**config.mk**
```make
export PLATFORM = sky130hd
export DESIGN_NAME = hazard_stall_ctrl
export DESIGN_NICKNAME = d
export VERILOG_FILES = /design/src/rtl/hazard_stall_ctrl.sv
export SDC_FILE = /design/constraint.sdc
export NUM_CORES = 1
export LEC_CHECK = 0
export CAP_MARGIN = 30
export CORE_UTILIZATION = 32
export DETAILED_ROUTE_END_ITERATION = 8
export SYNTH_ARGS = -nofsm -noshare
export SYNTH_HDL_FRONTEND = slang
export SYNTH_SLANG_ARGS = --single-unit
```
**constraint.sdc**
```tcl
create_clock -name clk -period 2.4 [get_ports clk]
set_clock_uncertainty 0.15 [all_clocks]
set_input_delay 0.48 -clock clk [delete_from_list [all_inputs] [get_ports clk]]
set_output_delay 0.48 -clock clk [all_outputs]
set_load 0.03 [all_outputs]
```
**src/rtl/hazard_stall_ctrl.sv**
```systemverilog
// ---------------------------------------------------------------------------
// hazard_stall_ctrl
//
// Purpose:
//   Hazard detection and stall/flush control for the ID stage of a
//   5-stage pipeline. It detects load-use and branch-operand hazards
//   combinationally. It also sequences a multi-cycle multiply/divide unit
//   and holds the front end stalled while that unit is busy.
//
// Parameters:
//   MD_TIMEOUT      maximum MD_BUSY cycles before a timeout (2..255)
//
// Ports:
//   clk             single clock, rising edge
//   reset           asynchronous, active-low
//   ID_RegRs/Rt     source registers of the ID instruction
//   ID_UsesRt       ID instruction reads Rt
//   ID_Branch       ID instruction is a branch resolved in ID
//   ID_BranchTaken  branch/jump in ID resolved taken this cycle
//   ID_MulDiv       ID instruction is a multi-cycle mul/div
//   EX_MemRead      EX instruction is a load
//   EX_RegWrite     EX instruction writes a register
//   EX_RegWrAddr    destination register of the EX instruction
//   MEM_MemRead     MEM instruction is a load
//   MEM_RegWrAddr   destination register of the MEM instruction
//   md_done         completion pulse from the mul/div unit
//   stall_IF_ID     bubble into ID/EX
//   PC_Write        PC enable (low = hold)
//   IF_ID_Write     IF/ID enable (low = hold)
//   flush_IF_ID     clear IF/ID at the next edge
//   md_start        one-cycle start pulse to the mul/div unit
//   md_timeout      sticky mul/div timeout flag
//   perf_stall_cnt  saturating count of stall cycles  (HAZARD_PERF_CNT_EN)
//   perf_flush_cnt  saturating count of flush cycles  (HAZARD_PERF_CNT_EN)
//
// Build option:
//   HAZARD_PERF_CNT_EN  when defined, adds the two performance counters.
//
// States:
//   state    | meaning
//   ---------+---------------------------------------------------------
//   IDLE     | no mul/div in flight; stall only on lu/bh hazards
//   MD_BUSY  | mul/div running; stall, count cycles, watch for timeout
//   MD_DRAIN | one stall cycle after completion/timeout, then IDLE
// ---------------------------------------------------------------------------
module hazard_stall_ctrl #(
    parameter int unsigned MD_TIMEOUT = 64
) (
    input  logic        clk,
    input  logic        reset,
    input  logic [4:0]  ID_RegRs,
    input  logic [4:0]  ID_RegRt,
    input  logic        ID_UsesRt,
    input  logic        ID_Branch,
    input  logic        ID_BranchTaken,
    input  logic        ID_MulDiv,
    input  logic        EX_MemRead,
    input  logic        EX_RegWrite,
    input  logic [4:0]  EX_RegWrAddr,
    input  logic        MEM_MemRead,
    input  logic [4:0]  MEM_RegWrAddr,
    input  logic        md_done,
    output logic        stall_IF_ID,
    output logic        PC_Write,
    output logic        IF_ID_Write,
    output logic        flush_IF_ID,
    output logic        md_start,
    output logic        md_timeout
`ifdef HAZARD_PERF_CNT_EN
    ,
    output logic [31:0] perf_stall_cnt,
    output logic [31:0] perf_flush_cnt
`endif
);

    typedef enum logic [1:0] {
        IDLE     = 2'd0,
        MD_BUSY  = 2'd1,
        MD_DRAIN = 2'd2
    } state_t;

    localparam logic [7:0] TO_LAST = 8'(MD_TIMEOUT - 1);

    state_t     state;
    state_t     state_nxt;
    logic [7:0] md_cnt;

    logic ex_rs_match;
    logic ex_rt_match;
    logic mem_rs_match;
    logic mem_rt_match;
    logic lu;
    logic bh;
    logic timeout_hit;
    logic timeout_set;

    // Register 0 is hardwired, so a zero source never matches anything.
    always_comb begin
        ex_rs_match  = (ID_RegRs != 5'd0) && (EX_RegWrAddr == ID_RegRs);
        ex_rt_match  = ID_UsesRt && (ID_RegRt != 5'd0) && (EX_RegWrAddr == ID_RegRt);
        mem_rs_match = (ID_RegRs != 5'd0) && (MEM_RegWrAddr == ID_RegRs);
        mem_rt_match = ID_UsesRt && (ID_RegRt != 5'd0) && (MEM_RegWrAddr == ID_RegRt);

        lu = EX_MemRead && (ex_rs_match || ex_rt_match);

        // The branch compares in ID, so it needs the value one stage earlier
        // than an ALU consumer would: an EX producer or a MEM load blocks it.
        bh = ID_Branch &&
             ((EX_RegWrite && (ex_rs_match || ex_rt_match)) ||
              (MEM_MemRead && (mem_rs_match || mem_rt_match)));

        timeout_hit = (md_cnt == TO_LAST);
        // md_done takes priority over a timeout in the same cycle.
        timeout_set = (state == MD_BUSY) && timeout_hit && !md_done;
    end

    // State register
    always_ff @(posedge clk or negedge reset) begin
        if (!reset) begin
            state <= IDLE;
        end else begin
            state <= state_nxt;
        end
    end

    // Next-state logic
    always_comb begin
        state_nxt = state;
        case (state)
            IDLE: begin
                if (ID_MulDiv && !lu && !bh) begin
                    state_nxt = MD_BUSY;
                end
            end
            MD_BUSY: begin
                if (md_done || timeout_hit) begin
                    state_nxt = MD_DRAIN;
                end
            end
            MD_DRAIN: begin
                state_nxt = IDLE;
            end
            default: begin
                state_nxt = IDLE;
            end
        endcase
    end

    // Output logic
    always_comb begin
        stall_IF_ID = lu || bh || (state != IDLE);
        PC_Write    = !stall_IF_ID;
        IF_ID_Write = !stall_IF_ID;
        flush_IF_ID = ID_BranchTaken && !stall_IF_ID;
        // Gated by reset so no start pulse escapes while reset is held.
        md_start    = reset && (state == IDLE) && ID_MulDiv && !lu && !bh;
    end

    // Busy-cycle counter and sticky timeout flag
    always_ff @(posedge clk or negedge reset) begin
        if (!reset) begin
            md_cnt     <= 8'd0;
            md_timeout <= 1'b0;
        end else begin
            if ((state == MD_BUSY) && (state_nxt == MD_BUSY)) begin
                md_cnt <= md_cnt + 8'd1;
            end else begin
                md_cnt <= 8'd0;
            end
            if (timeout_set) begin
                md_timeout <= 1'b1;
            end
        end
    end

`ifdef HAZARD_PERF_CNT_EN
    always_ff @(posedge clk or negedge reset) begin
        if (!reset) begin
            perf_stall_cnt <= 32'd0;
            perf_flush_cnt <= 32'd0;
        end else begin
            if (stall_IF_ID && (perf_stall_cnt != 32'hFFFF_FFFF)) begin
                perf_stall_cnt <= perf_stall_cnt + 32'd1;
            end
            if (flush_IF_ID && (perf_flush_cnt != 32'hFFFF_FFFF)) begin
                perf_flush_cnt <= perf_flush_cnt + 32'd1;
            end
        end
    end
`endif

endmodule
```
==> reports/metrics.yaml <==
antenna_found_initial: 0
synth_fa_ha_area_frac: 0.01585
holdWs_ns: 0.3089
rsz0062_at_grt: "true"
drt_iter0_drc: 0
pre_cts_slack_ns: -0.9077
start_util: 0.3469
dieArea_um2: 2670
post-route-period-util: 1.140
grt_pass1_wl_mm: 3.298
core_um2: 2276
drv_slew: 0
ys_types: 26
yosys_warnings: 0
total_power_mw: 0.6812
fin_ws_ns: -0.3370
nNetsFinal: 169
synthesis.area_um2: 789.5
drv_cap: 0
wl_per_cell_um: 12.31
path_cells: "buf_8 -> or4_4 -> nor2_4 -> o31ai_4 -> nor4_4 -> buf_4 -> and3_4 -> buf_6"
max_stage_delay_ns: 0.54
io_buffers: 35
crit_slowest_cell: "or4_4"
tns_ns: -1.295
critPathRequiredTime_ns: 1.77
syn_inst: 85
max_freq_ghz: 0.3654
h-tree-depth: 1
io_pins: 36
fin_cells: 165
arrival_ns: 2.11
hold_viol_final: 0
cp_num_buf_inv: 3
clock_path_buffers: 2
placementRows: 17
crit_type: "in2out"
status: "complete, but fails checks"
clk_pin_slew_ns: 0.07
violations: "setup timing"
tightestPinTransition_ns: 0.4075
post_synth.cell_area_avg_um2: 9.288
viasPerCell: 4.861
vias: 802
area_delta_synth_final_pct: 74.01
grt_max_degree: 12
ys_dominant_reg_cell: "dfrtp_1"
cp-start-kind: "input port"
first_pass_iters: 1
peakVddDrop_mv: 0.3771
numCtsBuffers: 3
leakage_nw: 0.6147
synth-seq-cells: 11
hpwl_mm: 1.616
cellPowerDensity_nw_per_um2: 495.9
dp.cells: 157
track_usage: 0.1662
die_w_um: 51.67
drc_errors: 0
drive_above_1_share: 0.3066
async_flop_share: 1.000
wirelength_mm: 2.031
antennaDiodeCount: 0
synth_xor_area_frac: 0.2884
grt_pass1_vias: 825
synth_compound_area_frac: 0.04754
min-delay-path-class: "reg2reg"
relSlewSlack: 0.7262
ctsRootBufferMaster: "clkbuf_4"
cts_tree: "built"
worstSetupEndpointType: "output pin"
grt_overflow: 0
clk_latency_ns: 0.26
crit_fanout: 3
synth_edf_count: 0
synth_top_family_by_area: "XOR/XNOR gates"
cts.sinks: 11
drtAntennaViolNets: 0
syn_nets: 116
setup_violations: 5
finalCriticalPeriod_ns: 2.737
gp_congestion: 0.8053
synth-seq-area-share: 0.3487
synthMuxAreaShare: 0
crit_family: "simple AND/OR/NAND/NOR gates"
yosys.area_share.simple: 0.2805
die_y_um: 51.67
==> layer usage <==
metal | vias up | wire (um) | GRT usage
met5 | - | 0 | 0
met4 | 0 | 47 | 0.1036
met3 | 6 | 88 | 0.01170
met1 | 369 | 794 | 0.1724
met2 | 31 | 1101 | 0.3182
li1 | 396 | - | -
==> where the power goes <==
part	switching (mW)	leakage [nW]	internal [mW]	total (mW)
logic	0.167	0.449	0.182	0.349
clock network	0.0587	0.0150	0.0642	0.123
registers	0.0104	0.151	0.199	0.209
==> cell type report <==
class / count / area [um2]
repair buffers: 49 / 442.9
fillers: 209 / 902.1
multi-input cells: 71 / 586.8
flip-flops and latches: 11 / 275.3
inverters: 2 / 7.507
well taps: 28 / 35.03
clock buffers: 4 / 26.28
==> sequential cells by signal, indices dropped and copies added, names as in the netlist <==
| register | flops |
|---|---|
| md_cnt | 8 |
| md_timeout | 1 |
| state | 2 |
==> placed cells by master (no fill, tap or decap), types with 2 or more instances in the layout <==
cell type        instances
and3_1                   2
buf_2                    6
buf_4                   14
buf_6                    5
buf_8                    2
clkbuf_4                 3
clkdlybuf4s50_1         11
dfrtp_1                 11
dlygate4sd2_1            7
dlymetal6s2s_1           4
nand3_1                  5
nand4_1                  4
nor2_1                  12
nor4_4                   3
or4_4                    2
xnor2_1                 20
xor2_1                   6
==> worst paths after layout <==
path	from	end	slack [ns]	cells past startpoint
min in group asynchronous	reset	state[1]$_DFF_PN0_	0.41	2
setup / recovery	ID_RegRs[4]	md_start	-0.34	8
hold reg to reg	md_timeout$_DFFE_PN0P_	md_timeout$_DFFE_PN0P_	0.31	1
hold / removal	md_timeout$_DFFE_PN0P_	md_timeout$_DFFE_PN0P_	0.31	1
max in group asynchronous	reset	md_cnt[5]$_DFF_PN0_	1.55	2
setup reg to reg	md_cnt[0]$_DFF_PN0_	md_cnt[4]$_DFF_PN0_	0.54	6
==> what timing repair did <==
| item | 4_1_cts | 5_1_grt |
|---|---|---|
| hold buffers | 0 | 0 |
| pin swaps | 9 | 7 |
| buffers inserted | 2 | 2 |
| endpoints found under the setup margin | 5 | 5 |
| resized for setup | 53 | 20 |
==> per-stage QoR <==
| step | utilization | instance area [um2] |
|---|---|---|
| 6_report | 0.6036 | 1374 |
| 2_1_floorplan | - | 795.8 |
| 3_3_place_gp | 0.5443 | 1239 |
| 4_1_cts | 0.5756 | 1310 |
| 3_5_place_dp | 0.5443 | 1239 |
| 5_1_grt | 0.6036 | 1374 |
==> cell families after synthesis <==
kind of cell    Yosys count
compound gates            5
xor+xnor                 26
fa+ha+maj                 1
buf+inv                   3
flops                    11
simple gates             39
==> cells in the mapped netlist (2+ instances only) <==
cell     instances  area [um2]
and2_1           2       12.51
and3_1           3       18.77
dfrtp_1         11       275.3
nand3_1          5       25.02
nand4_1          4       25.02
nor2_1          13       48.80
nor3_1           2       10.01
nor4_1           2       12.51
or4_1            2       15.01
xnor2_1         20       175.2
xor2_1           6       52.55
No activity file was read; power rests on OpenSTA's default activity.
